$ cat src/rtl/vga_timing_pkg.sv
// Default 640x480@60 timing, counter/colour widths and a small range helper
// shared by the VGA scan generator and its pixel divider.
package vga_timing_pkg;

  localparam int CNT_W = 10;
  localparam int RGB_W = 3;

  localparam int H_VISIBLE_D = 640;
  localparam int H_FRONT_D   = 16;
  localparam int H_SYNC_D    = 96;
  localparam int H_BACK_D    = 48;
  localparam int V_VISIBLE_D = 480;
  localparam int V_FRONT_D   = 10;
  localparam int V_SYNC_D    = 2;
  localparam int V_BACK_D    = 33;

  localparam int H_TOTAL_D = H_VISIBLE_D + H_FRONT_D + H_SYNC_D + H_BACK_D;
  localparam int V_TOTAL_D = V_VISIBLE_D + V_FRONT_D + V_SYNC_D + V_BACK_D;

  // Inclusive sync windows: hsync low 656..751, vsync low 490..491.
  localparam int H_SYNC_START_D = H_VISIBLE_D + H_FRONT_D;
  localparam int H_SYNC_END_D   = H_SYNC_START_D + H_SYNC_D - 1;
  localparam int V_SYNC_START_D = V_VISIBLE_D + V_FRONT_D;
  localparam int V_SYNC_END_D   = V_SYNC_START_D + V_SYNC_D - 1;

  function automatic logic in_span(input logic [CNT_W-1:0] v,
                                   input logic [CNT_W-1:0] lo,
                                   input logic [CNT_W-1:0] hi);
    return (v >= lo) && (v <= hi);
  endfunction

endpackage

$ cat src/rtl/vga_scan_generator_pixel_tick_gen.sv
// Pixel clock-enable divider: o_tick is high on the last of every CLK_DIV
// cycles (every cycle when CLK_DIV is 1).
module pixel_tick_gen #(
  parameter int CLK_DIV = 2
) (
  input  logic i_clk,
  input  logic i_rst,
  output logic o_tick
);

  localparam int DIV_W = (CLK_DIV > 1) ? $clog2(CLK_DIV) : 1;
  localparam logic [DIV_W-1:0] DIV_LAST = DIV_W'(CLK_DIV - 1);

  logic [DIV_W-1:0] r_div;
  logic             w_last;

  assign w_last = (r_div == DIV_LAST);

  always_ff @(posedge i_clk) begin
    if (i_rst) begin
      r_div <= '0;
    end else if (w_last) begin
      r_div <= '0;
    end else begin
      r_div <= r_div + 1'b1;
    end
  end

  assign o_tick = w_last;

endmodule

$ cat src/rtl/vga_scan_generator.sv
// VGA scan generator: row/col scan address, one-tick registered colour/sync
// stage and a vblank_start pulse. Define TEST_PATTERN_EN for the colour-bar input.
module vga_scan_generator
  import vga_timing_pkg::*;
#(
  parameter int H_VISIBLE = H_VISIBLE_D,
  parameter int H_FRONT   = H_SYNC_START_D - H_VISIBLE_D,
  parameter int H_SYNC    = H_SYNC_END_D - H_SYNC_START_D + 1,
  parameter int H_BACK    = H_TOTAL_D - H_SYNC_END_D - 1,
  parameter int V_VISIBLE = V_VISIBLE_D,
  parameter int V_FRONT   = V_SYNC_START_D - V_VISIBLE_D,
  parameter int V_SYNC    = V_SYNC_END_D - V_SYNC_START_D + 1,
  parameter int V_BACK    = V_TOTAL_D - V_SYNC_END_D - 1,
  parameter int CLK_DIV   = 2
) (
  input  logic             clock,
  input  logic             reset,
  output logic [CNT_W-1:0] row,
  output logic [CNT_W-1:0] col,
  input  logic [RGB_W-1:0] rgb_in,
`ifdef TEST_PATTERN_EN
  input  logic             test_mode,
`endif
  output logic [RGB_W-1:0] vga_rgb,
  output logic             hsync,
  output logic             vsync,
  output logic             visible,
  output logic             vblank_start
);

  localparam int H_TOTAL = H_VISIBLE + H_FRONT + H_SYNC + H_BACK;
  localparam int V_TOTAL = V_VISIBLE + V_FRONT + V_SYNC + V_BACK;

  localparam logic [CNT_W-1:0] H_LAST     = CNT_W'(H_TOTAL - 1);
  localparam logic [CNT_W-1:0] V_LAST     = CNT_W'(V_TOTAL - 1);
  localparam logic [CNT_W-1:0] H_VIS      = CNT_W'(H_VISIBLE);
  localparam logic [CNT_W-1:0] V_VIS      = CNT_W'(V_VISIBLE);
  localparam logic [CNT_W-1:0] V_VIS_LAST = CNT_W'(V_VISIBLE - 1);
  localparam logic [CNT_W-1:0] HS_START   = CNT_W'(H_VISIBLE + H_FRONT);
  localparam logic [CNT_W-1:0] HS_END     = CNT_W'(H_VISIBLE + H_FRONT + H_SYNC - 1);
  localparam logic [CNT_W-1:0] VS_START   = CNT_W'(V_VISIBLE + V_FRONT);
  localparam logic [CNT_W-1:0] VS_END     = CNT_W'(V_VISIBLE + V_FRONT + V_SYNC - 1);

  logic             w_tick;
  logic             w_h_last;
  logic             w_v_last;
  logic             w_in_view;
  logic [RGB_W-1:0] w_color;

  logic [CNT_W-1:0] r_hcount;
  logic [CNT_W-1:0] r_vcount;
  logic [RGB_W-1:0] r_rgb;
  logic             r_hsync;
  logic             r_vsync;
  logic             r_visible;
  logic             r_vblank_start;

  pixel_tick_gen #(
    .CLK_DIV (CLK_DIV)
  ) u_tick (
    .i_clk  (clock),
    .i_rst  (reset),
    .o_tick (w_tick)
  );

  assign w_h_last  = (r_hcount == H_LAST);
  assign w_v_last  = (r_vcount == V_LAST);
  assign w_in_view = (r_hcount < H_VIS) && (r_vcount < V_VIS);

`ifdef TEST_PATTERN_EN
  // 64-pixel vertical bars: colour index is simply col[8:6].
  assign w_color = test_mode ? r_hcount[8:6] : rgb_in;
`else
  assign w_color = rgb_in;
`endif

  always_ff @(posedge clock) begin
    if (reset) begin
      r_hcount       <= '0;
      r_vcount       <= '0;
      r_rgb          <= '0;
      r_hsync        <= 1'b1;
      r_vsync        <= 1'b1;
      r_visible      <= 1'b0;
      r_vblank_start <= 1'b0;
    end else begin
      // Pulses on the very edge where the counters move to (0, V_VISIBLE).
      r_vblank_start <= w_tick && w_h_last && (r_vcount == V_VIS_LAST);
      if (w_tick) begin
        if (w_h_last) begin
          r_hcount <= '0;
          r_vcount <= w_v_last ? '0 : r_vcount + 1'b1;
        end else begin
          r_hcount <= r_hcount + 1'b1;
        end
        // Output stage describes the address presented during this tick.
        r_visible <= w_in_view;
        r_rgb     <= w_in_view ? w_color : '0;
        r_hsync   <= ~in_span(r_hcount, HS_START, HS_END);
        r_vsync   <= ~in_span(r_vcount, VS_START, VS_END);
      end
    end
  end

  assign row          = r_vcount;
  assign col          = r_hcount;
  assign vga_rgb      = r_rgb;
  assign hsync        = r_hsync;
  assign vsync        = r_vsync;
  assign visible      = r_visible;
  assign vblank_start = r_vblank_start;

endmodule

$ cat config.mk
export PLATFORM = sky130hd
export DESIGN_NAME = vga_scan_generator
export DESIGN_NICKNAME = d
export VERILOG_FILES = /design/src/rtl/vga_timing_pkg.sv /design/src/rtl/vga_scan_generator_pixel_tick_gen.sv /design/src/rtl/vga_scan_generator.sv
export SDC_FILE = /design/constraint.sdc
export NUM_CORES = 1
export LEC_CHECK = 0
export CAP_MARGIN = 20
export CORE_MARGIN = 2
export CORE_UTILIZATION = 48
export CTS_CLUSTER_DIAMETER = 80
export CTS_CLUSTER_SIZE = 28
export DETAILED_ROUTE_END_ITERATION = 10
export GPL_TIMING_DRIVEN = 0
export PLACE_DENSITY = 0.8
export SYNTH_ARGS = -nofsm -noshare
export SYNTH_HDL_FRONTEND = slang
export SYNTH_SLANG_ARGS = --single-unit
$ cat constraint.sdc
create_clock -name clock -period 3.1 [get_ports clock]
set_clock_uncertainty 0.2 [all_clocks]
set_input_delay 0.31 -clock clock [delete_from_list [all_inputs] [get_ports clock]]
set_output_delay 0.31 -clock clock [all_outputs]
set_load 0.05 [all_outputs]
; ---- After elaboration in Yosys (flattened, before gate mapping)
; Index checks and enable logic that the tools add are counted.
[classes]
n_mux = 3
addsub = 3
mul = 0
n_lt_le_gt_ge = 6
n_bitwise = 2
div_mod_pow = 0
n_eq_ne = 3
shift = 0
n_reduce_logical = 7
[ops]
columns = operator, count
row1 = "10-bit by 1-bit adder with 10-bit output, second input constant", 2
row2 = "10-bit equality test, second input constant", 2
row3 = 10-bit 2-to-1 mux, 2
row4 = "10-bit by 9-bit equality test with 1-bit output, second input constant", 1
row5 = "10-bit >= comparator, second input constant", 1
row6 = "10-bit by 9-bit >= comparator with 1-bit output, second input constant", 1
row7 = "10-bit <= comparator, second input constant", 1
row8 = "10-bit by 9-bit <= comparator with 1-bit output, second input constant", 1
row9 = "10-bit < comparator, second input constant", 1
row10 = "10-bit by 9-bit < comparator with 1-bit output, second input constant", 1
row11 = 1-bit logical AND, 5
row12 = 3-bit 2-to-1 mux, 1
row13 = 1-bit NOT, 2
row14 = 2-bit AND reduction, 1
row15 = 2-bit OR reduction, 1
row16 = "1-bit adder, second input constant", 1
[totals]
n_memories = 0
rom_bits = 0
out_inout_bits = 27
input_bits = 5
latch_bits = 0
regBits = 28
word_cells = 32
ram_bits = 0

; ---- Depth between registers and ports, before layout
; Gate-level depths: netlist of run 1.
[depth]
depth_word = 3
depth_mapped = 7

; ---- By module
; Synthesis of run 1 repeated with hierarchy kept, for this count alone.
[unflattened]
cells_unflattened = 153
area_unflattened_um2 = 1357.6
[by_module_without_submodules]
columns = module, area_per_inst_um2, n_inst, cells_per_inst, seq_area_each_um2
row1 = vga_scan_generator, 1333.8, 1, 151, 540.5
row2 = pixel_tick_gen, 23.8, 1, 2, 20.0

; ---- Worst setup path after synthesis of run 1
; OpenSTA, ideal clock, no wires.
[synth_path]
path_kind = reg-to-reg
startpoint = register r_hcount[0], in the netlist col[0]
endpoint = register r_vcount[9], in the netlist row[9]
path_buffers = 1
t_required_ps = 2829
setup_ps = 71
path_stages_with_launch = 7
arrival_ps = 2089
slack_ps = 740
cell_sequence = dfxtp_1 ha_1 and3_1 nand4_1 buf_2 or4_1 a21oi_1
[synth_via]
elab_chain_len = 2
[synth_lines]
columns = item, line_no
row1 = "start, declared", vga_scan_generator.sv:50  ; logic [CNT_W-1:0] r_hcount;
row2 = "start signal, assigned", vga_scan_generator.sv:94  ; r_hcount <= r_hcount + 1'b1;
row3 = 10-bit equality test, vga_scan_generator.sv:66  ; assign w_h_last = (r_hcount == H_LAST);
row4 = 2-bit AND reduction (no source line), -
row5 = "end signal, assigned", vga_scan_generator.sv:92  ; r_vcount <= w_v_last ? '0 : r_vcount + 1'b1;
row6 = "end, declared", vga_scan_generator.sv:51  ; logic [CNT_W-1:0] r_vcount;
; No other way between the ends.
; A chain may end at the register's enable or synchronous reset.

; ---- Worst setup path in the final report of run 1
[layout_path]
startpoint = register r_hcount[6], in the netlist col[6]
endpoint = output col[6]
[layout_rtl]
columns = item, line_no
row1 = "end, declared", vga_scan_generator.sv:19  ; output logic [CNT_W-1:0] col,
; No word-level cell between the ends.

==> impl_metrics.ini, run 1 <==
[worst_setup_path]
worst_setup_path_start_kind = register
cp.required_ps = 2590
crit_type = register to primary output
critPathCaptureType = primary output
cpLargestDelayFamily = buffers and inverters
crit_slowest_cell = clkdlybuf4s50_1
worstPathBufferInverterCount = 1
cpPeakStageDelay_ps = 870
path_cells = clkdlybuf4s50_1
crit_fanout = 7
cp.arrival_ps = 1720

[floorplanning]
rows = 18
die-area_um2 = 3160
io_pins = 32
start_util = 0.519
fp.dieW_um = 56.2
die_y_um = 56.2
fp.coreArea_um2 = 2520

[logic_synthesis]
syn-cell-area_um2 = 1310
synth_top_family_by_area = simple AND/OR/NAND/NOR gates
ys_ff_latch = 28
synthXorXnorAreaFrac = 0.0602
syn-num-nets = 160
synthCells = 151
syn_area_per_cell_um2 = 8.68
synth_warnings = 0
yosys.area_share.adder = 0.0382
synth.distinct_cells = 33
yosysSeqAreaShare = 0.428
yosys.area.top_type = dfxtp_1
synth_top_area_frac = 0.428
synthSimpleGateAreaFrac = 0.299
synth.mux.area_fraction = 0
synth-compound-area-share = 0.131
synthTopCellsByArea = dfxtp_1 43%, a21oi_1 4.6%, nor3_1 4.6%, ha_1 3.8%, nand3_1 3.8%

[detailed_routing]
first_pass_iters = 4
vias_per_cell = 5.62
wire_per_inst_um = 14.2
remaining_drc_errors = 0
drt_wl_total_um = 3040
drt_iter0_drc = 38
route.vias.total = 1209
ant_nets = 0

[timing]
finalMaxSlewViolations = 0
rsz0062_at_grt = no
fin_tns_setup_ps = 0
fin_crit_sh = 0.720
worstMarginPinSlew_ps = 609
max_freq_mhz = 448
period_minus_slack_ps = 2230
setup_viol = 0
hold_violations = 0
slew_headroom = 0.593

[place]
io_buffers = 30
dp_hpwl_um = 2310
gp_congestion = 0.810

[clock_network]
cts_tree = yes
cts_max_level = 1
clk_latency_ps = 320
cts_hold_buf = 0
cts_made_buffers = 3
clk_path_buf_depth = 2
clkSinkCount = 28
cts.repair.resized = 0
post-cts-setup-buffer-count = 0
clk_pin_slew_worst_paths_ps = 140
clock-root-buffer = clkbuf_4

[cells_and_area]
fin_util = 0.668
antenna_cells = 0
drive_gt1_frac = 0.0432
nFillCells = 217
nNetsFinal = 195
areaGrowthSynthToFinish_pct = 28.6

[pwr]
p_leak_uw = 0.000539
p_per_area_nw_per_um2 = 360
irDropWorstVdd_v = 0.000278

[global_route]
track_usage = 0.202
grt_pass1_wl_um = 5180
grt_antenna_before_repair = 0
grt_pass1_vias = 1186
grt_max_degree = 16
overflow = 0

[min_path]
hold_class = input pin to register

[flow_run]
cap_violations = 0

[run_status]
status = finished, final reports clean
## metrics by stage
| step | hold WS, ps | power [uW] | setup slack (ps) | instances | cell area, um2 |
|---|---|---|---|---|---|
| finish | 204 | 606 | 867 | 215 | 1680 |
| global route | 256 | 631 | 712 | 215 | 1680 |
| global placement | 234 | 437 | 957 | 211 | 1650 |
| CTS | 192 | 609 | 866 | 215 | 1680 |
| floorplan | 243 | 417 | 740 | 151 | 1310 |
| detailed placement | 264 | 438 | 890 | 211 | 1650 |
## layout make-up
class / instances / area (um2) / share of cell area
plain buffers: 7 / 35.0 / 0.0208
clock buffers: 4 / 36.3 / 0.0215
inverters: 6 / 22.5 / 0.0134
multi-input cells: 110 / 692 / 0.411
flip-flops and latches: 28 / 561 / 0.333
well taps: 30 / 37.5 / 0.0223
repair buffers: 30 / 300 / 0.178
## cell usage in the layout (no fill, tap or decap), types with 4 or more instances in the layout
cell type / instances
nor3_1: 12
nand4_1: 5
dfxtp_1: 28
o21ai_0: 5
or4_1: 4
xor2_1: 4
nand3_1: 10
ha_1: 4
a21oi_1: 12
clkbuf_1: 5
nor2_1: 6
inv_1: 6
xnor2_1: 5
o31ai_1: 4
or3_1: 5
nand2_1: 13
clkdlybuf4s50_1: 30
## layer usage
| metal | share of wire | up-vias | global-route usage |
|---|---|---|---|
| met4 | 0.0089 | 0 | 0.0578 |
| li1 | - | 616 | - |
| met5 | 0 | - | 0 |
| met2 | 0.49 | 40 | 0.339 |
| met1 | 0.45 | 549 | 0.266 |
| met3 | 0.044 | 4 | 0.0302 |
## power breakdown
group | total, uW | switching, uW | leakage (uW) | internal (uW)
registers | 373 | 6.41 | 0.000227 | 367
logic | 57.2 | 36.5 | 0.000291 | 20.6
clock network | 176 | 104 | 0.0000210 | 71.9
## cells by family (layout without fill, tap and decap cells)
family	Yosys count	count (layout)
buf+inv	13	47
compound gates	28	28
simple gates	69	69
flops	28	28
fa+ha+maj	4	4
xor+xnor	9	9
## final timing paths
path | startpoint | endpoint | slack [ps] | cells past startpoint
min reg2reg | vga_rgb[1] | vga_rgb[1] | 300 | 1
min | reset | col[0] | 200 | 2
max reg2reg | col[0] | row[5] | 880 | 6
max | col[6] | col[6] | 870 | 1
## cells in the mapped netlist
| master | count |
|---|---|
| or3_1 | 5 |
| nand3b_1 | 1 |
| and3_1 | 1 |
| a21oi_1 | 12 |
| ha_1 | 4 |
| nand2_1 | 13 |
| nor4_1 | 2 |
| o31ai_1 | 4 |
| xnor2_1 | 5 |
| nor3_1 | 12 |
| nor2_1 | 6 |
| a31oi_1 | 1 |
| nor3b_1 | 1 |
| o21bai_1 | 1 |
| nand4_1 | 5 |
| and4_1 | 2 |
| buf_2 | 1 |
| clkbuf_1 | 5 |
| and2_1 | 1 |
| or4_1 | 4 |
| o21ai_0 | 5 |
| dfxtp_1 | 28 |
| nand3_1 | 10 |
| nor4b_1 | 2 |
| o311ai_0 | 1 |
| xor2_1 | 4 |
| or2_2 | 1 |
| a21o_1 | 1 |
| inv_1 | 6 |
| nand2b_1 | 2 |
| a22o_1 | 3 |
| nor4b_4 | 1 |
| buf_6 | 1 |
## sequential cells by signal (all words and copies together), names as in the netlist
signal,cells
u_tick.o_tick,1
vsync,1
col,10
hsync,1
vblank_start,1
visible,1
row,10
vga_rgb,3
Power figures use the tool's default switching activity.
==> run 2: changes to the inputs <==
==> constraint.sdc (replaced) <==
create_clock -name clock -period 2.25 [get_ports clock]
set_clock_uncertainty 0.2 [all_clocks]
set_input_delay 0.225 -clock clock [delete_from_list [all_inputs] [get_ports clock]]
set_output_delay 0.225 -clock clock [all_outputs]
set_load 0.05 [all_outputs]
==> run 2 against run 1 <==
Net effect: via count rose by 3.6%; cell count is the same; non-clock buffer count stayed put; global-route usage rose by 0.13 points; die area did not move; register-to-register slack worse by 780 ps; first-iteration DRC count shrank 34%; total power up 53%; wire length down 2.2%; critical endpoint unchanged; largest power group unchanged; highest routed layer unchanged.
==> impl_metrics.ini, run 2 (synthesis results as in run 1) <==
[pwr]
power_uw = 929
p_per_area_nw_per_um2 = 542
p_leak_uw = 0.000552
irDropWorstVdd_v = 0.000392

[global_route]
grt_antenna_before_repair = 0
grt_use_met1 = 0.276
top_usage_layer = met2
grt_pass1_vias = 1127
overflow = 0
track_usage = 0.203
use_met3 = 0.0372
grt_use_met2 = 0.321
grt_pass1_wl_um = 5200
grt_max_degree = 17

[worst_setup_path]
cpLargestDelayFamily = buffers and inverters
worst_setup_path_start_kind = register
cp.required_ps = 1820
crit_slowest_cell = clkdlybuf4s50_1
worstPathBufferInverterCount = 1
cpPeakStageDelay_ps = 870
crit_type = register to primary output
cp.arrival_ps = 1730
path_cells = clkdlybuf4s50_1
critPathCaptureType = primary output
crit_fanout = 7

[floorplanning]
die_y_um = 56.2
die-area_um2 = 3160
fp.dieW_um = 56.2
rows = 18
fp.coreArea_um2 = 2520
start_util = 0.519
io_pins = 32

[cells_and_area]
areaGrowthSynthToFinish_pct = 30.9
layout_commonest_cell = clkdlybuf4s50_1
multi_input_area_um2 = 701
layout_common_cells = 30 x clkdlybuf4s50_1, 26 x dfxtp_1, 13 x nand2_1, 12 x a21oi_1, 12 x nor3_1
antenna_cells = 0
nFillCells = 225
regArea_um2 = 566
drive_gt1_frac = 0.0703
final_design_area_no_fill_um2 = 1720
nNetsFinal = 195

[clock_network]
cts_max_level = 1
cts_tree = yes
clock-root-buffer = clkbuf_4
cts_made_buffers = 3
post-cts-setup-buffer-count = 0
clk_latency_ps = 340
cts_hold_buf = 0
clk_path_buf_depth = 2
clkSinkCount = 28
clk_pin_slew_worst_paths_ps = 150

[timing]
fin_tns_setup_ps = 0
period_minus_slack_ps = 2150
setup_viol = 0
finalMaxSlewViolations = 0
worstMarginPinSlew_ps = 510
rsz0062_at_grt = no
slew_headroom = 0.659
fin_ws_ps = 99.3
hold_ws_ps = 95.3
fin_crit_sh = 0.956
max_freq_mhz = 465
hold_violations = 0

[detailed_routing]
ant_nets = 0
vias_per_cell = 5.83
wire_per_inst_um = 13.8
drt_wl_total_um = 2980
route.vias.total = 1253
remaining_drc_errors = 0
first_pass_iters = 4
drt_iter0_drc = 25

[place]
place_area_um2 = 1650
io_buffers = 30
dp_slack_ps = 77.9
gp_congestion = 0.818
dp_hpwl_um = 2170

[min_path]
hold_class = input pin to register

[run_status]
status = finished, final reports clean

[flow_run]
cap_violations = 0
-- run 2: report_power, final --
part	internal, uW	switching [uW]	total (uW)	leakage (uW)
registers	506	8.41	514	0.000228
clock network	180	154	335	0.0000279
logic	29.3	50.6	79.8	0.000296
total	716	213	929	0.000552
-- run 2: timing repair --
item	in CTS	in global routing
hold endpoints to repair	0	0
endpoints found under the setup margin	0	8
gates resized for setup	0	5
-- run 2: worst reg2reg max path, delay by kind of cell, from the launching register on --
kind / cells / cell delay [ps]
DFF: 1 / 400
and+or+nand+nor: 3 / 910
adders and majority gates: 1 / 210
AOI/OAI and AO/OA: 1 / 160
buffers and inverters: 1 / 220
-- run 2: layout make-up --
class                      count  area share
multi-input combinational    110       0.408
sequential                    28       0.330
timing repair buffer          30       0.175
tap                           30      0.0219
buffer                         7      0.0212
clock inverter                 1      0.0175
clock buffer                   3      0.0131
inverter                       6      0.0131
-- run 2: stage by stage --
step                instances  utilization
floorplan                 151            -
global placement          211        0.654
detailed placement        211        0.654
CTS                       215        0.675
global route              215        0.680
finish                    215        0.680
-- run 2: routing by layer --
metal	wire, um	vias up
li1	-	615
met1	1350	590
met2	1450	41
met3	117	7
met4	51	0
met5	0	-
-- run 2: worst paths after layout --
| kind | cells after the start | slack [ps] | to | startpoint |
|---|---|---|---|---|
| setup / recovery | 1 | 100 | col[6] | col[6] |
| hold / removal | 2 | 100 | col[9] | reset |
| setup reg to reg | 6 | 100 | row[7] | col[0] |
| hold reg to reg | 1 | 280 | visible | visible |
